**src/rtl/uart_frame_rx_ctrl.sv**
```systemverilog
// Frame controller behind a UART receiver: hunts SYNC, parses LEN/PAYLOAD/CHK,
// buffers the payload and releases it on a valid/ready stream once the checksum passes.
module uart_frame_rx_ctrl #(
  parameter int unsigned MAX_LEN   = 16,      // 1..255 (LEN is a single byte)
  parameter logic [7:0]  SYNC_BYTE = 8'hA5,
  parameter int unsigned TIMEOUT   = 100000   // >= 2
) (
  input  logic       clk,
  input  logic       i_reset,
  input  logic [7:0] i_byte,
  input  logic       i_byte_valid,
  output logic [7:0] o_payload,
  output logic       o_payload_valid,
  input  logic       i_payload_ready,
  output logic       o_payload_last,
  output logic       o_frame_ok,
  output logic       o_frame_err,
  output logic [1:0] o_err_code,
  output logic       o_overrun,
  output logic       o_busy
);

  localparam int AW = (MAX_LEN > 1) ? $clog2(MAX_LEN) : 1;
  localparam int TW = $clog2(TIMEOUT);

  localparam logic [2:0] S_HUNT    = 3'd0;
  localparam logic [2:0] S_LEN     = 3'd1;
  localparam logic [2:0] S_PAYLOAD = 3'd2;
  localparam logic [2:0] S_CHK     = 3'd3;
  localparam logic [2:0] S_DRAIN   = 3'd4;

  localparam logic [1:0] ERR_NONE = 2'd0;
  localparam logic [1:0] ERR_LEN  = 2'd1;
  localparam logic [1:0] ERR_CHK  = 2'd2;
  localparam logic [1:0] ERR_TMO  = 2'd3;

  localparam logic [TW-1:0] T_LAST = TW'(TIMEOUT - 1);

  logic [2:0]    state;
  logic          valid_d;
  logic          ev;
  logic [7:0]    len;
  logic [7:0]    sum;
  logic [7:0]    chk_sum;
  logic [7:0]    wr_ptr;
  logic [7:0]    rd_ptr;
  logic [TW-1:0] tcnt;
  logic [7:0]    mem [MAX_LEN];
  logic [1:0]    err_code;
  logic          frame_ok;
  logic          frame_err;
  logic          overrun;
  logic          in_frame;
  logic          tmo;
  logic          xfer;
  logic          rd_last;

  // A held-high valid is one byte; only its rising edge counts.
  assign ev       = i_byte_valid & ~valid_d;
  assign in_frame = (state == S_LEN) || (state == S_PAYLOAD) || (state == S_CHK);
  assign tmo      = in_frame && !ev && (tcnt == T_LAST);
  assign xfer     = (state == S_DRAIN) && i_payload_ready;
  assign rd_last  = (rd_ptr == len - 8'd1);
  assign chk_sum  = sum + i_byte;

  always_ff @(posedge clk) begin
    if (state == S_PAYLOAD && ev) mem[wr_ptr[AW-1:0]] <= i_byte;
  end

  always_ff @(posedge clk) begin
    if (i_reset) begin
      state     <= S_HUNT;
      valid_d   <= 1'b1;
      len       <= '0;
      sum       <= '0;
      wr_ptr    <= '0;
      rd_ptr    <= '0;
      tcnt      <= '0;
      err_code  <= ERR_NONE;
      frame_ok  <= 1'b0;
      frame_err <= 1'b0;
      overrun   <= 1'b0;
    end else begin
      valid_d   <= i_byte_valid;
      frame_ok  <= 1'b0;
      frame_err <= 1'b0;
      overrun   <= 1'b0;

      // Every state entry inside a frame coincides with ev, so this also clears on entry.
      if (ev || !in_frame) tcnt <= '0;
      else                 tcnt <= tcnt + 1'b1;

      case (state)
        S_HUNT: begin
          if (ev && i_byte == SYNC_BYTE) state <= S_LEN;
        end
        S_LEN: begin
          if (ev) begin
            len    <= i_byte;
            sum    <= i_byte;
            wr_ptr <= '0;
            if (32'(i_byte) > MAX_LEN) begin
              state     <= S_HUNT;
              frame_err <= 1'b1;
              err_code  <= ERR_LEN;
            end else if (i_byte == 8'd0) begin
              state <= S_CHK;
            end else begin
              state <= S_PAYLOAD;
            end
          end
        end
        S_PAYLOAD: begin
          if (ev) begin
            sum    <= chk_sum;
            wr_ptr <= wr_ptr + 8'd1;
            if (wr_ptr + 8'd1 == len) state <= S_CHK;
          end
        end
        S_CHK: begin
          if (ev) begin
            if (chk_sum == 8'h00) begin
              frame_ok <= 1'b1;
              err_code <= ERR_NONE;
              rd_ptr   <= '0;
              state    <= (len == 8'd0) ? S_HUNT : S_DRAIN;
            end else begin
              frame_err <= 1'b1;
              err_code  <= ERR_CHK;
              state     <= S_HUNT;
            end
          end
        end
        S_DRAIN: begin
          if (xfer) begin
            rd_ptr <= rd_ptr + 8'd1;
            if (rd_last) state <= S_HUNT;
          end
          // The parser is busy draining; incoming bytes (even SYNC) are lost.
          if (ev) overrun <= 1'b1;
        end
        default: state <= S_HUNT;
      endcase

      if (tmo) begin
        state     <= S_HUNT;
        frame_err <= 1'b1;
        err_code  <= ERR_TMO;
      end
    end
  end

  assign o_payload_valid = (state == S_DRAIN);
  assign o_payload       = o_payload_valid ? mem[rd_ptr[AW-1:0]] : 8'h00;
  assign o_payload_last  = o_payload_valid && rd_last;
  assign o_frame_ok      = frame_ok;
  assign o_frame_err     = frame_err;
  assign o_err_code      = err_code;
  assign o_overrun       = overrun;
  assign o_busy          = (state != S_HUNT);

endmodule

```
**config.mk**
```make
export PLATFORM = sky130hd
export DESIGN_NAME = uart_frame_rx_ctrl
export DESIGN_NICKNAME = d
export VERILOG_FILES = /design/src/rtl/uart_frame_rx_ctrl.sv
export SDC_FILE = /design/constraint.sdc
export NUM_CORES = 1
export LEC_CHECK = 0
export CELL_PAD_IN_SITES_DETAIL_PLACEMENT = 1
export CELL_PAD_IN_SITES_GLOBAL_PLACEMENT = 1
export CORE_MARGIN = 3
export CORE_UTILIZATION = 55
export CTS_CLUSTER_DIAMETER = 50
export DETAILED_ROUTE_END_ITERATION = 10
export GPL_TIMING_DRIVEN = 1
export PLACE_DENSITY = 0.95
export SLEW_MARGIN = 5
export SYNTH_ARGS = -nofsm -noshare
export SYNTH_HDL_FRONTEND = slang
export SYNTH_SLANG_ARGS = --single-unit
```
**constraint.sdc**
```tcl
create_clock -name clk -period 4.55 [get_ports clk]
set_clock_uncertainty 0.1 [all_clocks]
set_input_delay 0.455 -clock clk [delete_from_list [all_inputs] [get_ports clk]]
set_output_delay 0.455 -clock clk [all_outputs]
set_load 0.02 [all_outputs]
```
# Word-level counts from Yosys, hierarchy flattened
# Memory sizes are Yosys's and may differ from the RTL's. A register that Yosys moved wholly into a read port is not among the register bits.
# Cells that the tools add are included.
# Widths: inputs -> output; s select.
dict set report op_classes {
  n_addsub 5
  order_cmp 1
  eq_ne 19
  muxes 41
  n_bitwise 5
  reduce_logical 28
}
# cell n
set ops {}
lappend ops {{$mux 8} 8}
lappend ops {{$pmux 8 s2} 3}
lappend ops {{$mux 3} 9}
lappend ops {{$logic_not 8->1} 3}
lappend ops {{$add 17x1->17 const B} 1}
lappend ops {{$eq 17x17->1 const B} 1}
lappend ops {{$add 8x1->8 const B} 2}
lappend ops {{$eq 8x8->1} 2}
lappend ops {{$pmux 3 s5} 1}
lappend ops {{$mux 2} 6}
lappend ops {{$mux 1} 10}
lappend ops {{$add 8x8->8} 1}
lappend ops {{$eq 8x8->1 const B} 1}
lappend ops {{$gt 8x5->1 const B} 1}
lappend ops {{$mux 4} 2}
lappend ops {{$ne 2x1->1 const B} 4}
lappend ops {{$ne 2x2->1 const B} 4}
lappend ops {{$reduce_and 4->1} 2}
lappend ops {{$sub 8x1->8 const B} 1}
lappend ops {{$reduce_and 7->1} 1}
lappend ops {{$eq 3x2->1 const B} 2}
lappend ops {{$logic_and 1x1->1} 6}
lappend ops {{$ne 3x3->1 const B} 2}
lappend ops {{$reduce_bool 3->1} 2}
lappend ops {{other kinds (15)} 24}
dict set report word_totals {
  register_bits 58
  mem_bits_rw 128
  output_inout_bits 16
  elab_cells 111
  mem_count 1
}
# name depth word_bits rd rd_ports_with_merged_regs wr line_no
set memory_table {}
lappend memory_table {mem 16 8 1 1 1 48} ;# logic [7:0] mem [MAX_LEN];

# Longest topological paths before layout
# Gate-level depths: netlist of the first run.
dict set report logic_depth {
  depth_word 7
  depth_mapped 9
}

# Worst setup path before layout of the first run
# No wires, ideal clock.
dict set report synth_path {
  path_kind {input port to flip-flop}
  startpoint {input port i_byte[0]}
  endpoint {register (tool-made name)}
  setup_ns 0.136
  arrival_ns 2.431
  t_required_ns 4.314
  slack_ns 1.883
  path_stages 9
  path_buffers 0
  cell_sequence {ha_1 -> inv_1 -> fa_1 -> nand2b_1 -> a21oi_2 -> mux2i_1 -> or4b_1 -> o31ai_2 -> nor2_1}
}
# element line_no
set synth_rtl {}
lappend synth_rtl {{start: declaration} 10} ;# input logic [7:0] i_byte,

==> metrics, run 1 <==
Post-synth top cells edfxtp_1, nor2_1, dfxtp_1, nand2_1, mux4_2; Startpoint Class register; vias in the first global route 6334; WL/cell 28.61 microns; Post CTS Setup Buffer Count 0; CTS H-tree lvls 4; gr usage total 31.53%; top_reg_cell synth edfxtp_1; root buf cell clkbuf_16; Psw 719.3 uW; maximum root-to-sink buffer count 2; Worst Setup End Kind primary output; Routed Antenna Nets 0; part of the power in the clock network 42.5%; Mapped Area 0.008551 sq mm; largest area contributor in the netlist edfxtp_1; port bufs 27; crit-path cells buf_4 > mux4_2 > mux4_2 > and2_1 > clkdlybuf4s50_1; Setup TNS 0 ns; Final HPWL DP 16280 microns; Slew Limit Fails 0; Data required, critical path 3.99 ns; hold wc startpoint tcnt[0]; part of the power in registers 55.1%; endpoint of the worst hold path tcnt[0]; Setup Viol. Count Final 0; fillers 1423; Final GP Congestion 0.8561; CP peak stage delay 0.94 ns; Worst-path clk slew 0.07 ns; FMAX 262.3 MHz; final wirelength 25370 microns; RSZ-0062 raised after global routing no; final core occ 64.60%; worst reg-to-reg path cell count 4; reg2reg start state[1]; Worst R2R Setup Slack 1.06 ns; die area 0.01708 sq mm; clock sinks 190; Static Leak 3.064 nW; Hold Path Depth 1; Crit path arrival time 3.26 ns; TritonCTS Buffers 17; share of Yosys cell area claimed by the top area cell type 44.95%; # rows 44; synthesized area per cell 12.92 sq um; synth top area cells edfxtp_1, dfxtp_1, mux4_2, nor2_1, xnor2_1; sequential share of the synthesized area 59.47%; Slew @ Worst Pin 1.295 ns; Worst slew margin 13.34%; Max VDD drop 0.2629 mV; first-pass GRT wire length 38960 microns; vias per cell 6.892; Yosys warning count 0; diodes inserted 0; FFs w/ async S/R, synth 0%; CP most frequent cell mux4_2; max cap viols 0; Detailed Route Iter0 Violations 800; DR vias 6113; Post-CTS Hold Buffers 0; chip height 130.7 microns; Switching Fraction 21.56%; io pins 28; Yosys cell types 67; starting density of the core 57.53%; syn nets 689; EDFF count, synth 128; cells after synthesis 662; Core Area 0.01486 sq mm; minimum clock period 3.813 ns; Gate power share 2.4%; initial antenna violation count 0; Setup CP Type reg -> out; Hold Fails Final Rpt 0; RR Endpoint mem[6][3]; CTS tree built; first drt pass iteration count 8; count leader, synth edfxtp_1; cts repair resizes 0; Syn-to-layout area delta 12.29%; largest net degree at the start of global routing 25; slowest cell on the critical path dfxtp_1; worst-skew pair later-pin latency 0.44 ns; CP Max Fanout 18; internal power 2.617 mW; die width 130.7 microns; Tcrit/Tclk final 83.79%; register area 0.005086 sq mm; FF+latch count, synth 190; gr ovfl total 0; share of layout cells above drive strength 1 13.66%; Pwr Density 347.5 mW/mm^2; worst hold path class reg -> reg; multi-input logic area 0.003296 sq mm; status complete, no violations; drc violations 0; Nets 717
-- routing by layer --
layer / global-route usage (%) / routed length, microns / vias to the layer above
met2: 52.96 / 12740 / 403
met3: 5.528 / 2080 / 85
met1: 40.78 / 9609 / 3078
met5: 0 / 0 / -
li1: - / - / 2547
met4: 13.37 / 947 / 0
-- placed cells by master (no fill, tap or decap), types with 13 or more instances in the layout --
master	count
clkdlybuf4s50_1	27
inv_1	17
xnor2_1	27
clkbuf_16	17
mux4_2	40
dfxtp_1	61
a21oi_1	27
nand2_1	53
edfxtp_1	128
nor2_1	78
nand3_1	17
nor3_1	13
ha_1	14
xor2_1	18
-- critical path, delay by kind of cell (launching register included) --
kind,cells,cell delay (ns)
buffers and inverters,2,0.86
flip-flops,1,0.94
multiplexers,2,0.81
AND/OR/NAND/NOR,1,0.19
-- worst max path at each step --
stage,start,to,slack (ns),cells after the start
floorplan,i_byte[0],register,1.88,9
global placement,i_byte[0],register,1.00,10
detailed placement,i_byte[1],register,0.81,10
CTS,register,o_payload[2],0.75,5
global route,register,o_payload[2],0.65,5
finish,register,o_payload[3],0.74,5
-- cells by family (layout without fill, tap and decap cells) --
logic type / count (synthesis) / after routing / synth area share, %
flops: 190 / 190 / 59.47
xor+xnor: 45 / 45 / 4.609
buf+inv: 48 / 89 / 2.224
fa+ha+maj: 15 / 15 / 2.283
mux: 43 / 43 / 10.90
simple gates: 233 / 233 / 13.40
compound gates: 88 / 88 / 7.111
-- stage by stage --
stage               hold WS (ns)  std cells  cell area, sq um  setup slack [ns]  power [mW]
floorplan                 0.3175        662              8551             1.883       1.904
global placement          0.3333        855              9056             1.004       1.948
detailed placement        0.3437        855              9056            0.8104       1.953
CTS                       0.3722        887              9602            0.7456       3.338
global route              0.4250        887              9602            0.6532       3.419
finish                    0.3790        887              9602            0.7374       3.336
-- area by class of cell --
cell class              instances  share of cell area (%)
clock buffers                  19                   4.509
clock inverters                13                   1.173
inverters                      17                  0.6646
multi-input cells             424                   34.32
flip-flops and latches        190                   52.97
well taps                     184                   2.398
repair buffers                 40                   3.961
-- power by group through the flow --
stage	logic, mW	registers (mW)	clock network (mW)
floorplan	0.0267	1.88	0
global placement	0.0705	1.88	0
detailed placement	0.0757	1.88	0
CTS	0.0772	1.84	1.42
global route	0.0849	1.84	1.50
finish	0.0791	1.84	1.42
-- sequential cells by signal, summed over array words and instances, names as in the netlist, named ones only --
| name | cells |
|---|---|
| wr_ptr | 8 |
| sum | 8 |
| o_frame_ok | 1 |
| valid_d | 1 |
| o_frame_err | 1 |
| rd_ptr | 8 |
| len | 8 |
| o_overrun | 1 |
| state | 3 |
| tcnt | 17 |
| mem | 128 |
| o_err_code | 2 |
Power figures use the tool's default switching activity.
==> run 2: changes to the inputs <==
--- a/config.mk
+++ b/config.mk
@@ -8,11 +8,11 @@
 export CELL_PAD_IN_SITES_DETAIL_PLACEMENT = 1
 export CELL_PAD_IN_SITES_GLOBAL_PLACEMENT = 1
 export CORE_MARGIN = 3
-export CORE_UTILIZATION = 55
+export CORE_UTILIZATION = 46
 export CTS_CLUSTER_DIAMETER = 50
 export DETAILED_ROUTE_END_ITERATION = 10
 export GPL_TIMING_DRIVEN = 1
-export PLACE_DENSITY = 0.95
+export PLACE_DENSITY = 0.86
 export SLEW_MARGIN = 5
 export SYNTH_ARGS = -nofsm -noshare
 export SYNTH_HDL_FRONTEND = slang
==> constraint.sdc (replaced) <==
create_clock -name clk -period 3.1 [get_ports clk]
set_clock_uncertainty 0.1 [all_clocks]
set_input_delay 0.31 -clock clk [delete_from_list [all_inputs] [get_ports clk]]
set_output_delay 0.31 -clock clk [all_outputs]
set_load 0.02 [all_outputs]
==> metrics, run 2 (synthesis results as in run 1) <==
status complete, no violations; CTS tree built; maximum root-to-sink buffer count 2; TritonCTS Buffers 17; Data required, critical path 2.69 ns; first drt pass iteration count 5; initial antenna violation count 0; worst-skew pair later-pin latency 0.44 ns; die area 0.02026 sq mm; max cap viols 0; Setup Viol. Count Final 0; multi-input logic area 0.003309 sq mm; final hold slack 0.3734 ns; dpl cells 934; Post CTS Setup Buffer Count 0; Tcrit/Tclk final 98.68%; Setup CP Type reg -> out; Max VDD drop 0.3880 mV; FMAX 326.9 MHz; worst hold path class reg -> reg; vias per cell 5.984; Hold Fails Final Rpt 0; commonest non-fill, non-tap cells in the layout edfxtp_1, nor2_1, dfxtp_1; grt peak-use layer met2; total chip power 5.055 mW; # rows 49; CP Max Fanout 18; port bufs 27; share of layout cells above drive strength 1 18.72%; Pwr Density 505.7 mW/mm^2; worst reg-to-reg path cell count 10; Crit path arrival time 2.65 ns; grt met1 use 28.69%; first-pass GRT wire length 36380 microns; RSZ-0062 raised after global routing no; minimum clock period 3.059 ns; M3 GR Usage 4.469%; chip height 142.3 microns; Detailed Route Iter0 Violations 381; final wirelength 23040 microns; Final HPWL DP 16490 microns; Slew Limit Fails 0; Worst-path clk slew 0.08 ns; WL/cell 23.85 microns; Setup WS post-layout 0.04088 ns; vias in the first global route 6313; Startpoint Class register; Non-Filler Instances 966; Worst Setup End Kind primary output; pre-CTS WS -0.2498 ns; Routed Antenna Nets 0; GR Util met2 43.53%; die width 142.3 microns; Worst slew margin 52.76%; Setup TNS 0 ns; Post-CTS Hold Buffers 0; Nets 751; root buf cell clkbuf_16; io pins 28; gr ovfl total 0; diodes inserted 0; most common cell after layout, fill and taps aside edfxtp_1; DR vias 5781; largest net degree at the start of global routing 33; CTS H-tree lvls 4; Core Area 0.01809 sq mm; Static Leak 3.294 nW; drc violations 0; Slew @ Worst Pin 0.7064 ns; starting density of the core 47.28%; clock sinks 190; Hold Path Depth 1; Final GP Congestion 0.8831; gr usage total 23.86%; register area 0.005086 sq mm; fillers 1798; Syn-to-layout area delta 16.90%; Largest register FFs 128
-- run 2: cell count changes in the layout (fill, tap and decap cells not counted), moves of 2 or more --
cell             previous run  this run
buf_4                      12        44
clkbuf_1                    2         0
clkdlybuf4s50_1            27        18
clkinv_1                    3         0
clkinv_8                    0         2
dlygate4sd2_1               0         8
inv_8                       1         5
nor3_1                     13        17
nor3_2                      5         1
nor4_1                      6         4
-- run 2: worst paths after layout --
check | startpoint | end | slack [ns]
setup / recovery | register | o_payload[5] | 0.04
hold / removal | tcnt[0] | tcnt[0] | 0.37
setup reg to reg | sum[0] | rd_ptr[3] | 0.35
hold reg to reg | tcnt[0] | tcnt[0] | 0.37
-- run 2: per-stage QoR --
step | util [%] | area [sq um]
after CTS | 55.15 | 9975
after floorplan | - | 8551
after global placement | 51.75 | 9360
after detailed placement | 51.75 | 9360
final | 55.27 | 9996
after global routing | 55.27 | 9996
-- run 2: layer usage --
metal  wire length (microns)  share of wire, %
met1                    9205                40
met2                   12340                54
met3                     968               4.2
met4                     528               2.3
met5                       0                 0
-- run 2: critical path, cell delays in order, from the launching register on --
cell and delay [ns]:
dfxtp_2 0.39, buf_12 0.20, mux4_2 0.58, mux4_2 0.50
and2_1 0.19, dlygate4sd2_1 0.33
-- run 2: layout make-up --
cell class                      instances  share of cell area, %
Inverter                               17                 0.6384
Clock buffer                           17                  4.256
Multi-Input combinational cell        424                  33.11
Sequential cell                       190                  50.88
Clock inverter                         15                  1.840
Tap cell                              229                  2.866
Timing Repair Buffer                   74                  6.409
-- run 2: what timing repair did --
item | 4_1_cts | 5_1_grt
endpoints found under the setup margin | 9 | 2
gates cloned | 0 | 0
resized for setup | 14 | 7
-- run 2: where the power goes --
part	internal, mW	switching (mW)
registers	2.70	0.000389
clock network	1.17	1.07
logic	0.0379	0.0838
total	3.90	1.15
